### config.mk
export PLATFORM = sky130hd
export DESIGN_NAME = fetch_unit
export DESIGN_NICKNAME = d
export VERILOG_FILES = /design/src/rtl/fetch_pkg.sv /design/src/rtl/fetch_fifo.sv /design/src/rtl/fetch_unit.sv
export SDC_FILE = /design/constraint.sdc
export NUM_CORES = 1
export LEC_CHECK = 0
export ABC_CLOCK_PERIOD_IN_PS = 10030
export CORE_UTILIZATION = 50
export DETAILED_ROUTE_END_ITERATION = 12
export GPL_TIMING_DRIVEN = 0
export HOLD_SLACK_MARGIN = 0.12
export PLACE_DENSITY = 0.89
export SYNTH_ARGS = -nofsm -noshare
export SYNTH_HDL_FRONTEND = slang
export SYNTH_SLANG_ARGS = --single-unit
export TNS_END_PERCENT = 100
### constraint.sdc
create_clock -name clk -period 10.03 [get_ports clk]
set_clock_uncertainty 0.15 [all_clocks]
set_input_delay 1.5045 -clock clk [delete_from_list [all_inputs] [get_ports clk]]
set_output_delay 1.5045 -clock clk [all_outputs]
set_load 0.02 [all_outputs]
### src/rtl/fetch_pkg.sv
// rtl/fetch_pkg.sv - shared types and constants for the instruction-fetch stage
package fetch_pkg;

  localparam int XLEN_DEFAULT = 32;

  typedef enum logic [1:0] {
    IDLE = 2'd0,
    REQ  = 2'd1,
    WAIT = 2'd2
  } fetch_state_t;

  typedef struct packed {
    logic [XLEN_DEFAULT-1:0] pc;
    logic [XLEN_DEFAULT-1:0] instr;
    logic                    misalign;
  } fetch_entry_t;

endpackage

### src/rtl/fetch_fifo.sv
// rtl/fetch_fifo.sv - synchronous output FIFO with async reset and synchronous clear
module fetch_fifo #(
  parameter int WIDTH = 64,
  parameter int DEPTH = 2
) (
  input  logic                   clk,
  input  logic                   rst_n,
  input  logic                   clear,
  input  logic                   push,
  input  logic [WIDTH-1:0]       push_data,
  input  logic                   pop,
  output logic [WIDTH-1:0]       head,
  output logic                   empty,
  output logic [$clog2(DEPTH):0] count
);

  localparam int AW = $clog2(DEPTH);
  localparam logic [AW:0] DEPTH_C = (AW+1)'(DEPTH);

  logic [WIDTH-1:0] mem [DEPTH];
  logic [AW-1:0]    wr_ptr;
  logic [AW-1:0]    rd_ptr;
  logic             full;
  logic             do_push;
  logic             do_pop;

  assign full    = (count == DEPTH_C);
  assign empty   = (count == '0);
  assign do_push = push && (!full || pop);
  assign do_pop  = pop && !empty;
  // Reads as zero when empty so the decode-side outputs are clean after reset/flush.
  assign head    = empty ? '0 : mem[rd_ptr];

  always_ff @(posedge clk or negedge rst_n) begin
    if (!rst_n) begin
      wr_ptr <= '0;
      rd_ptr <= '0;
      count  <= '0;
    end else if (clear) begin
      wr_ptr <= '0;
      rd_ptr <= '0;
      count  <= '0;
    end else begin
      if (do_push) wr_ptr <= wr_ptr + 1'b1;
      if (do_pop)  rd_ptr <= rd_ptr + 1'b1;
      case ({do_push, do_pop})
        2'b10:   count <= count + 1'b1;
        2'b01:   count <= count - 1'b1;
        default: count <= count;
      endcase
    end
  end

  always_ff @(posedge clk) begin
    if (do_push && !clear) mem[wr_ptr] <= push_data;
  end

endmodule

### src/rtl/fetch_unit.sv
// rtl/fetch_unit.sv - single-outstanding instruction fetch with {pc, instr} output buffer
// Optional FETCH_MISALIGN_TRAP_EN: misaligned PCs bypass memory and push a trap entry.
module fetch_unit
  import fetch_pkg::*;
#(
  parameter int XLEN       = XLEN_DEFAULT,
  parameter int FIFO_DEPTH = 2
) (
  input  logic            clk,
  input  logic            rst_n,
  input  logic [XLEN-1:0] pc_in,
  input  logic            pc_valid,
  output logic            pc_ready,
  input  logic            flush,
  output logic            imem_req_valid,
  input  logic            imem_req_ready,
  output logic [XLEN-1:0] imem_addr,
  input  logic            imem_rsp_valid,
  input  logic [XLEN-1:0] imem_rsp_data,
  output logic            instr_valid,
  input  logic            instr_ready,
  output logic [XLEN-1:0] instr_data,
  output logic [XLEN-1:0] instr_pc
`ifdef FETCH_MISALIGN_TRAP_EN
  ,
  output logic            instr_misalign
`endif
);

  localparam logic [1:0] S_IDLE = IDLE;
  localparam logic [1:0] S_REQ  = REQ;
  localparam logic [1:0] S_WAIT = WAIT;
  localparam int CW = $clog2(FIFO_DEPTH) + 1;
`ifdef FETCH_MISALIGN_TRAP_EN
  localparam int EW = 2*XLEN + 1;
`else
  localparam int EW = 2*XLEN;
`endif

  logic [1:0]      state;
  logic [XLEN-1:0] pc_q;
  logic            drop;
  logic            accept;
  logic            misaligned;
  logic            fifo_push;
  logic [EW-1:0]   push_data;
  logic [EW-1:0]   head;
  logic            fifo_empty;
  logic [CW-1:0]   fifo_count;

  // A slot is reserved at acceptance, so the eventual push can never overflow.
  assign pc_ready       = rst_n && (state == S_IDLE) && !flush && (fifo_count < CW'(FIFO_DEPTH));
  assign accept         = pc_valid && pc_ready;
  assign imem_req_valid = (state == S_REQ);
  assign imem_addr      = imem_req_valid ? {pc_q[XLEN-1:2], 2'b00} : '0;

`ifdef FETCH_MISALIGN_TRAP_EN
  assign misaligned = (pc_in[1:0] != 2'b00);
`else
  assign misaligned = 1'b0;
`endif

  always_comb begin
    fifo_push = 1'b0;
    push_data = '0;
    if (state == S_WAIT && imem_rsp_valid && !drop && !flush) begin
      fifo_push = 1'b1;
`ifdef FETCH_MISALIGN_TRAP_EN
      push_data = {1'b0, pc_q, imem_rsp_data};
`else
      push_data = {pc_q, imem_rsp_data};
`endif
    end
`ifdef FETCH_MISALIGN_TRAP_EN
    else if (accept && misaligned) begin
      fifo_push = 1'b1;
      push_data = {1'b1, pc_in, {XLEN{1'b0}}};
    end
`endif
  end

  always_ff @(posedge clk or negedge rst_n) begin
    if (!rst_n) begin
      state <= S_IDLE;
      pc_q  <= '0;
      drop  <= 1'b0;
    end else begin
      case (state)
        S_IDLE: begin
          if (accept && !misaligned) begin
            pc_q  <= pc_in;
            state <= S_REQ;
          end
        end
        S_REQ: begin
          // A flushed request is still completed; only its response is dropped.
          if (flush)          drop  <= 1'b1;
          if (imem_req_ready) state <= S_WAIT;
        end
        S_WAIT: begin
          if (imem_rsp_valid) begin
            drop  <= 1'b0;
            state <= S_IDLE;
          end else if (flush) begin
            drop <= 1'b1;
          end
        end
        default: state <= S_IDLE;
      endcase
    end
  end

  fetch_fifo #(
    .WIDTH (EW),
    .DEPTH (FIFO_DEPTH)
  ) u_fifo (
    .clk       (clk),
    .rst_n     (rst_n),
    .clear     (flush),
    .push      (fifo_push),
    .push_data (push_data),
    .pop       (instr_valid && instr_ready),
    .head      (head),
    .empty     (fifo_empty),
    .count     (fifo_count)
  );

  assign instr_valid = !fifo_empty;
  assign instr_data  = head[XLEN-1:0];
  assign instr_pc    = head[2*XLEN-1:XLEN];
`ifdef FETCH_MISALIGN_TRAP_EN
  assign instr_misalign = head[2*XLEN];
`endif

endmodule

==> impl_metrics.prom, run 1 <==
# TYPE chip_impl_metric gauge
chip_impl_info{name="run_status",value="completed"} 1
chip_impl_metric{name="pwr_density_cell",unit="mW/mm2"} 190
chip_impl_metric{name="final.setup.worst_slack",unit="ps"} 5350
chip_impl_metric{name="power.static_leakage",unit="nW"} 3.59
chip_impl_metric{name="pwr-share-seq",unit="%"} 46.4
chip_impl_metric{name="cts.clk_slew.worst_paths",unit="ps"} 60
chip_impl_metric{name="setup-violations-final",unit=""} 0
chip_impl_metric{name="post_cts_repair_setup_buffers",unit=""} 0
chip_impl_metric{name="final_antenna_net_count",unit=""} 0
chip_impl_metric{name="cts_max_path_buffers",unit=""} 2
chip_impl_metric{name="tritoncts.num_buffers",unit=""} 17
chip_impl_metric{name="netlist_instances",unit=""} 496
chip_impl_metric{name="vias",unit=""} 4562
chip_impl_metric{name="globalplace.congestion",unit=""} 0.780
chip_impl_metric{name="internal_power",unit="W"} 0.00137
chip_impl_metric{name="worstPathBufferInverterCount",unit=""} 3
chip_impl_metric{name="grt_first_pass_wirelength",unit="um"} 24100
chip_impl_metric{name="die-area",unit="mm2"} 0.0148
chip_impl_metric{name="drt-pass1-iter-count",unit=""} 7
chip_impl_info{name="hold_path_class",value="reg -> reg"} 1
chip_impl_metric{name="n_antenna_cell",unit=""} 0
chip_impl_metric{name="required",unit="ps"} 8380
chip_impl_metric{name="swShare",unit="%"} 26.2
chip_impl_metric{name="synth-edff-count",unit=""} 128
chip_impl_info{name="tritoncts",value="yes"} 1
chip_impl_info{name="root_buffer",value="sky130_fd_sc_hd__clkbuf_16"} 1
chip_impl_metric{name="detail_route.iter0.violations",unit=""} 223
chip_impl_metric{name="postSynthAreaPerCell",unit="um2"} 14.4
chip_impl_info{name="grt_setup_unrepaired",value="no"} 1
chip_impl_info{name="critical_path.most_common_cell",value="sky130_fd_sc_hd__clkdlybuf4s50_1"} 1
chip_impl_metric{name="die_width",unit="um"} 122
chip_impl_metric{name="ys.warnings.count",unit=""} 0
chip_impl_metric{name="dpl_cell_area",unit="mm2"} 0.00919
chip_impl_metric{name="antenna_found_initial",unit=""} 0
chip_impl_info{name="critPathLaunchType",value="input pin"} 1
chip_impl_metric{name="ctsResizeCount",unit=""} 0
chip_impl_info{name="setup.worst_path.class",value="in -> out"} 1
chip_impl_metric{name="fmaxAchievable",unit="MHz"} 213
chip_impl_metric{name="post-route-cell-area",unit="mm2"} 0.00975
chip_impl_metric{name="drt_drc_violations_left",unit=""} 0
chip_impl_metric{name="ctsHoldBuffers",unit=""} 0
chip_impl_info{name="yosys_most_used_dff",value="sky130_fd_sc_hd__edfxtp_1"} 1
chip_impl_metric{name="via_count_of_the_first_global_routing_pass",unit=""} 4701
chip_impl_metric{name="place.detailed.hpwl",unit="um"} 10900
chip_impl_metric{name="route.detailed.vias_per_inst",unit=""} 5.18
chip_impl_metric{name="mappedNetlistArea",unit="mm2"} 0.00716
chip_impl_info{name="crit_end",value="pc_ready"} 1
chip_impl_info{name="synth.largest_area_cell",value="sky130_fd_sc_hd__edfxtp_1"} 1
chip_impl_metric{name="detail_route.wirelength",unit="um"} 15700
chip_impl_info{name="critical_path.slowest_cell",value="sky130_fd_sc_hd__clkdlybuf4s50_1"} 1
chip_impl_metric{name="layout-drive-gt1-share",unit="%"} 8.99
chip_impl_metric{name="critical_path_arrival",unit="ps"} 3030
chip_impl_info{name="critical_path.reg2reg.endpoint",value="u_fifo.mem[1][58]"} 1
chip_impl_metric{name="combPwrFrac",unit="%"} 20.3
chip_impl_metric{name="core_area",unit="mm2"} 0.0139
chip_impl_metric{name="pre_cts_setup_slack",unit="ps"} 5360
chip_impl_info{name="setup.worst_path.start",value="flush"} 1
chip_impl_metric{name="power.ir.vdd_worst",unit="mV"} 0.148
chip_impl_metric{name="cts_htree_levels",unit=""} 4
chip_impl_info{name="top_library_cells_by_usage_in_the_layout_fill_and_taps_aside",value="sky130_fd_sc_hd__clkdlybuf4s50_1, sky130_fd_sc_hd__edfxtp_1, sky130_fd_sc_hd__and2_1"} 1
chip_impl_metric{name="placementRows",unit=""} 43
chip_impl_metric{name="postSynthRegisterBits",unit=""} 167
chip_impl_info{name="crit_family",value="buffers and inverters"} 1
chip_impl_metric{name="die_height",unit="um"} 122
chip_impl_metric{name="timing_max_transition_violations_final",unit=""} 0
chip_impl_metric{name="synth_cell_type_count",unit=""} 36
chip_impl_info{name="timing.critical_path.to_type",value="output port"} 1
chip_impl_metric{name="port_buffers",unit=""} 167
chip_impl_metric{name="floorplan.initialDensity",unit="%"} 51.4
chip_impl_metric{name="clk_latency",unit="ps"} 420
chip_impl_metric{name="rrSetupSlack",unit="ps"} 7230
chip_impl_metric{name="r2r.worst_path.cells",unit=""} 8
chip_impl_metric{name="sequential_to_total_area_share_from_yosys_stat",unit="%"} 67.3
chip_impl_metric{name="tightest_slew",unit="ps"} 669
chip_impl_metric{name="overflow",unit=""} 0
chip_impl_metric{name="proportion_of_register_bits_with_asynchronous_set_or_reset_after_synthesis",unit="%"} 23.4
chip_impl_metric{name="hold_viol",unit=""} 0
chip_impl_metric{name="synth_top_area_share",unit="%"} 53.7
chip_impl_metric{name="switching_power",unit="W"} 0.000487
chip_impl_metric{name="fin_crit_sh",unit="%"} 46.7
chip_impl_metric{name="maximum_number_of_pins_on_one_net_before_global_route_repair",unit=""} 33
chip_impl_metric{name="layout_min_cycle_time",unit="ps"} 4680
chip_impl_metric{name="io-pin-count",unit=""} 170
chip_impl_metric{name="syn2layout_area_growth",unit="%"} 36.2
chip_impl_metric{name="path_max_fanout",unit=""} 10
chip_impl_metric{name="fin_setup_tns",unit="ps"} 0
chip_impl_metric{name="timing.slew.headroom",unit="%"} 55.4
chip_impl_metric{name="grt_util_all_layers",unit="%"} 22.5
chip_impl_metric{name="clkPwrFrac",unit="%"} 33.3
chip_impl_metric{name="tritoncts_num_sinks",unit=""} 167
chip_impl_info{name="synth_area_leaders",value="sky130_fd_sc_hd__edfxtp_1, sky130_fd_sc_hd__dfrtp_1, sky130_fd_sc_hd__mux2i_1"} 1
chip_impl_metric{name="timing.critical_path.slowest_cell_delay",unit="ps"} 610
chip_impl_info{name="cells_along_the_critical_path",value="clkdlybuf4s50_1, buf_6, nor2_4, and3_1, clkdlybuf4s50_1"} 1
chip_impl_metric{name="num-nets-final",unit=""} 763
chip_impl_metric{name="timing.critical_path.depth",unit=""} 5
chip_impl_metric{name="max_cap_viols",unit=""} 0
chip_impl_metric{name="routedWlPerCell",unit="um"} 17.9
chip_impl_info{name="layout.cells.most_common",value="sky130_fd_sc_hd__clkdlybuf4s50_1"} 1
chip_impl_info{name="worstReg2RegStart",value="state[0]"} 1
## routing by layer
metal  part of all wire, %  global-route usage (%)  vias to the layer above  wire, um
met5                     0                       0                        -         0
met4                   1.4                    8.64                        0       228
met3                   7.4                    6.84                       21      1170
met2                    52                    40.1                      176      8180
met1                    39                    25.2                     2239      6170
li1                      -                       -                     2126         -
## per-stage QoR
step / hold WS, ps / std cells / util (%) / power, W
after CTS: 338 / 881 / 70.0 / 0.00187
final: 333 / 881 / 70.0 / 0.00186
after floorplan: 306 / 497 / - / 0.00106
after global placement: 315 / 844 / 65.0 / 0.00123
after detailed placement: 324 / 849 / 65.9 / 0.00125
after global routing: 349 / 881 / 70.0 / 0.00193
## worst register-to-register path: cells and delay by family (launching register included)
kind | cells | cell delay (ps)
AO/OA/AOI/OAI | 1 | 130
adder cells (fa/ha/maj) | 1 | 210
flip-flops | 1 | 390
AND/OR/NAND/NOR | 2 | 800
buffers and inverters | 4 | 790
## layout make-up
class                   count  area (um2)
flip-flops and latches    167        4820
well taps                 180         225
plain buffers              31         178
clock buffers              20         437
clock inverters            12         130
multi-input cells         291        2150
repair buffers            172        1780
fillers                   916        4180
inverters                   8        30.0
## power groups by stage
stage	Combinational (W)	Clock, W	Sequential (W)
final	0.000378	0.000618	0.000861
after global routing	0.000406	0.000652	0.000871
after CTS	0.000381	0.000630	0.000861
after detailed placement	0.000375	0	0.000874
after global placement	0.000359	0	0.000867
after floorplan	0.000205	0	0.000856
## worst min path at each step
stage,startpoint,endpoint,slack [ps],cells after the start
global route,pc_q[1],pc_q[1],350,1
CTS,pc_q[0],pc_q[0],340,1
floorplan,pc_q[0],pc_q[0],310,1
detailed placement,pc_q[0],pc_q[0],320,1
global placement,pc_q[1],pc_q[1],310,1
finish,pc_q[1],pc_q[1],330,1
## cells in the mapped netlist, drive strengths merged, types with 2 or more instances
cell type  number
dfrtp          39
mux2i          65
ha              4
edfxtp        128
inv             8
nor2           69
and2           94
buf            23
or4             2
mux2           34
a21oi           2
clkbuf          8
o21ai           4
## flip-flops by register name, indices dropped and copies added (netlist names)
register and count:
u_fifo.count 2, state 2, pc_q 32, u_fifo.mem 128, drop 1, u_fifo.wr_ptr 1
u_fifo.rd_ptr 1
## kinds of logic (layout without fill, tap and decap cells)
kind of cell             Yosys count  count (layout)  synth area share, %
AND/OR/NAND/NOR                  175             175                 13.4
flip-flops                       167             167                 67.3
multiplexers                      99              99                 14.4
buffers and inverters             39             243                 2.90
AO/OA/AOI/OAI                     10              10                 1.03
adder cells (fa/ha/maj)            4               4                0.699
other                              1               2               0.0524
XOR/XNOR                           1               1                0.122
No activity file was read; power rests on OpenSTA's default activity.
==> inputs of run 2 (changes only) <==
--- a/config.mk
+++ b/config.mk
@@ -5,7 +5,7 @@
 export SDC_FILE = /design/constraint.sdc
 export NUM_CORES = 1
 export LEC_CHECK = 0
-export ABC_CLOCK_PERIOD_IN_PS = 10030
+export ABC_CLOCK_PERIOD_IN_PS = 4900
 export CORE_UTILIZATION = 50
 export DETAILED_ROUTE_END_ITERATION = 12
 export GPL_TIMING_DRIVEN = 0
==> constraint.sdc (replaced) <==
create_clock -name clk -period 4.9 [get_ports clk]
set_clock_uncertainty 0.15 [all_clocks]
set_input_delay 0.735 -clock clk [delete_from_list [all_inputs] [get_ports clk]]
set_output_delay 0.735 -clock clk [all_outputs]
set_load 0.02 [all_outputs]
==> run 2 against run 1 <==
Compared with the run above:
- non-clock buffer count grew 1
- core utilization up 0.072 points
- flip-flop and latch count unchanged
- combinational power increased by 100%
- cell count rose by 0.11%
- sequential power grew 100%
- power is 100% higher
- sequential share of layout area fell by 0.051 points
- design area grew 0.10%
- first-iteration DRC count is 0.45% lower
- via count is essentially flat
- global-route usage did not move
- critical path type unchanged
- critical endpoint unchanged
- largest cell class unchanged
==> impl_metrics.prom, run 2 (same netlist as run 1, synthesis figures left out) <==
# TYPE chip_impl_metric gauge
chip_impl_info{name="run_status",value="completed"} 1
chip_impl_metric{name="final_antenna_net_count",unit=""} 0
chip_impl_info{name="root_buffer",value="sky130_fd_sc_hd__clkbuf_16"} 1
chip_impl_metric{name="detail_route.iter0.violations",unit=""} 222
chip_impl_metric{name="cts_max_path_buffers",unit=""} 2
chip_impl_metric{name="drt_drc_violations_left",unit=""} 0
chip_impl_metric{name="dpl.cell_count",unit=""} 849
chip_impl_info{name="timing.critical_path.to_type",value="output port"} 1
chip_impl_metric{name="cts_htree_levels",unit=""} 4
chip_impl_metric{name="detail_route.wirelength",unit="um"} 15800
chip_impl_metric{name="clkPwrFrac",unit="%"} 33.3
chip_impl_metric{name="core_area",unit="mm2"} 0.0139
chip_impl_metric{name="path_max_fanout",unit=""} 26
chip_impl_info{name="largest_registers",value="u_fifo.mem: 128 flops, pc_q: 32 flops"} 1
chip_impl_metric{name="fmaxAchievable",unit="MHz"} 276
chip_impl_info{name="grt_setup_unrepaired",value="no"} 1
chip_impl_metric{name="combPwrFrac",unit="%"} 20.3
chip_impl_metric{name="routedWlPerCell",unit="um"} 17.9
chip_impl_metric{name="layout_min_cycle_time",unit="ps"} 3620
chip_impl_metric{name="pre_cts_setup_slack",unit="ps"} 1410
chip_impl_metric{name="globalplace.congestion",unit=""} 0.780
chip_impl_metric{name="timing_max_transition_violations_final",unit=""} 0
chip_impl_info{name="hold_path_class",value="reg -> reg"} 1
chip_impl_metric{name="required",unit="ps"} 4010
chip_impl_metric{name="port_buffers",unit=""} 167
chip_impl_metric{name="routedLengthMet1",unit="um"} 6220
chip_impl_metric{name="final.setup.worst_slack",unit="ps"} 1280
chip_impl_info{name="top_library_cells_by_usage_in_the_layout_fill_and_taps_aside",value="sky130_fd_sc_hd__clkdlybuf4s50_1, sky130_fd_sc_hd__edfxtp_1, sky130_fd_sc_hd__and2_1"} 1
chip_impl_metric{name="die_width",unit="um"} 122
chip_impl_metric{name="syn2layout_area_growth",unit="%"} 36.4
chip_impl_info{name="setup.worst_path.class",value="in -> out"} 1
chip_impl_metric{name="maximum_number_of_pins_on_one_net_before_global_route_repair",unit=""} 33
chip_impl_metric{name="tightest_slew",unit="ps"} 681
chip_impl_metric{name="tritoncts.num_buffers",unit=""} 17
chip_impl_metric{name="tritoncts_num_sinks",unit=""} 167
chip_impl_metric{name="pwr_density_cell",unit="mW/mm2"} 390
chip_impl_metric{name="num-nets-final",unit=""} 764
chip_impl_metric{name="drt-pass1-iter-count",unit=""} 8
chip_impl_metric{name="overflow",unit=""} 0
chip_impl_metric{name="floorplan.initialDensity",unit="%"} 51.4
chip_impl_info{name="tritoncts",value="yes"} 1
chip_impl_metric{name="switching_power",unit="W"} 0.000999
chip_impl_metric{name="via_count_of_the_first_global_routing_pass",unit=""} 4701
chip_impl_metric{name="cts.clk_slew.worst_paths",unit="ps"} 60
chip_impl_metric{name="detailroute.wirelength.met3",unit="um"} 1140
chip_impl_metric{name="rrSetupSlack",unit="ps"} 2090
chip_impl_metric{name="power.ir.vdd_worst",unit="mV"} 0.305
chip_impl_metric{name="placementRows",unit=""} 43
chip_impl_metric{name="layout-drive-gt1-share",unit="%"} 8.97
chip_impl_metric{name="layout.area.seq",unit="mm2"} 0.00482
chip_impl_info{name="max_flop_register",value="u_fifo.mem"} 1
chip_impl_info{name="critPathLaunchType",value="input pin"} 1
chip_impl_info{name="layout.cells.most_common",value="sky130_fd_sc_hd__clkdlybuf4s50_1"} 1
chip_impl_metric{name="timing.slew.headroom",unit="%"} 54.6
chip_impl_metric{name="vias",unit=""} 4558
chip_impl_metric{name="grt_util_all_layers",unit="%"} 22.5
chip_impl_metric{name="swShare",unit="%"} 26.2
chip_impl_metric{name="layout.cells.non_filler",unit=""} 882
chip_impl_metric{name="critical_path_arrival",unit="ps"} 2740
chip_impl_metric{name="die-area",unit="mm2"} 0.0148
chip_impl_metric{name="n_antenna_cell",unit=""} 0
chip_impl_metric{name="clk_latency",unit="ps"} 420
chip_impl_metric{name="io-pin-count",unit=""} 170
chip_impl_metric{name="grt_first_pass_wirelength",unit="um"} 24100
chip_impl_metric{name="route.detailed.vias_per_inst",unit=""} 5.17
chip_impl_metric{name="place.detailed.hpwl",unit="um"} 10900
chip_impl_metric{name="pwr-share-seq",unit="%"} 46.4
chip_impl_metric{name="post_cts_repair_setup_buffers",unit=""} 0
chip_impl_info{name="route.top_layer_used",value="met4"} 1
chip_impl_metric{name="multi_input_area",unit="mm2"} 0.00215
chip_impl_metric{name="setup-violations-final",unit=""} 0
chip_impl_metric{name="fillerInstances",unit=""} 916
chip_impl_metric{name="hold_viol",unit=""} 0
chip_impl_metric{name="max_cap_viols",unit=""} 0
chip_impl_metric{name="route.met2.wl",unit="um"} 8190
chip_impl_metric{name="fin_setup_tns",unit="ps"} 0
chip_impl_metric{name="largest_register_ffs",unit=""} 128
chip_impl_metric{name="die_height",unit="um"} 122
chip_impl_metric{name="power.static_leakage",unit="nW"} 3.59
chip_impl_metric{name="fin_crit_sh",unit="%"} 73.9
chip_impl_metric{name="antenna_found_initial",unit=""} 0
chip_impl_metric{name="internal_power",unit="W"} 0.00281
==> run 2: final timing paths <==
path                           from                end  depth (start not counted)
min                         pc_q[1]            pc_q[1]                          1
max reg2reg                state[0]  u_fifo.mem[1][58]                          8
max                           rst_n           pc_ready                          5
min in group asynchronous     rst_n            pc_q[5]                          2
min reg2reg                 pc_q[1]            pc_q[1]                          1
max in group asynchronous     rst_n           pc_q[31]                          3
==> run 2: area by class of cell <==
class	instances	share of cell area [%]
Sequential cell	167	49.4
Multi-Input combinational cell	291	22.0
Timing Repair Buffer	173	18.4
Clock buffer	20	4.47
Tap cell	180	2.31
Buffer	31	1.82
Clock inverter	12	1.33
Inverter	8	0.308
==> run 2: power by group through the flow <==
| stage | logic [W] | clock network (W) | registers [W] |
|---|---|---|---|
| global route | 0.000831 | 0.00134 | 0.00178 |
| global placement | 0.000735 | 0 | 0.00178 |
| CTS | 0.000781 | 0.00129 | 0.00176 |
| finish | 0.000774 | 0.00127 | 0.00176 |
| floorplan | 0.000420 | 0 | 0.00175 |
| detailed placement | 0.000768 | 0 | 0.00179 |
==> run 2: worst max-delay path: stages <==
cell                              delay, ps
sky130_fd_sc_hd__dlygate4sd3_1          520
sky130_fd_sc_hd__buf_2                  400
sky130_fd_sc_hd__buf_12                 260
sky130_fd_sc_hd__and3_1                 200
sky130_fd_sc_hd__clkdlybuf4s50_1        610
==> run 2: per-stage QoR <==
| stage | instance area (um2) | util (%) | total power (W) | hold slack (ps) |
|---|---|---|---|---|
| after detailed placement | 9190 | 65.9 | 0.00256 | 324 |
| after global routing | 9760 | 70.1 | 0.00395 | 349 |
| after CTS | 9760 | 70.1 | 0.00383 | 338 |
| after floorplan | 7160 | - | 0.00217 | 289 |
| after global placement | 9060 | 65.0 | 0.00251 | 315 |
| final | 9760 | 70.1 | 0.00380 | 333 |
==> run 2: what timing repair did <==
action | in CTS | in global routing
endpoints found under the hold margin | 16 | 0
gates resized for setup | 0 | 0
setup endpoints to repair | 0 | 0
hold buffers | 1 | 0
==> run 2: per-layer routing <==
metal  track usage [%]  vias up
met5                 0        -
met4              8.64        0
met3              6.84       23
met2              40.1      167
met1              25.2     2240
li1                  -     2128
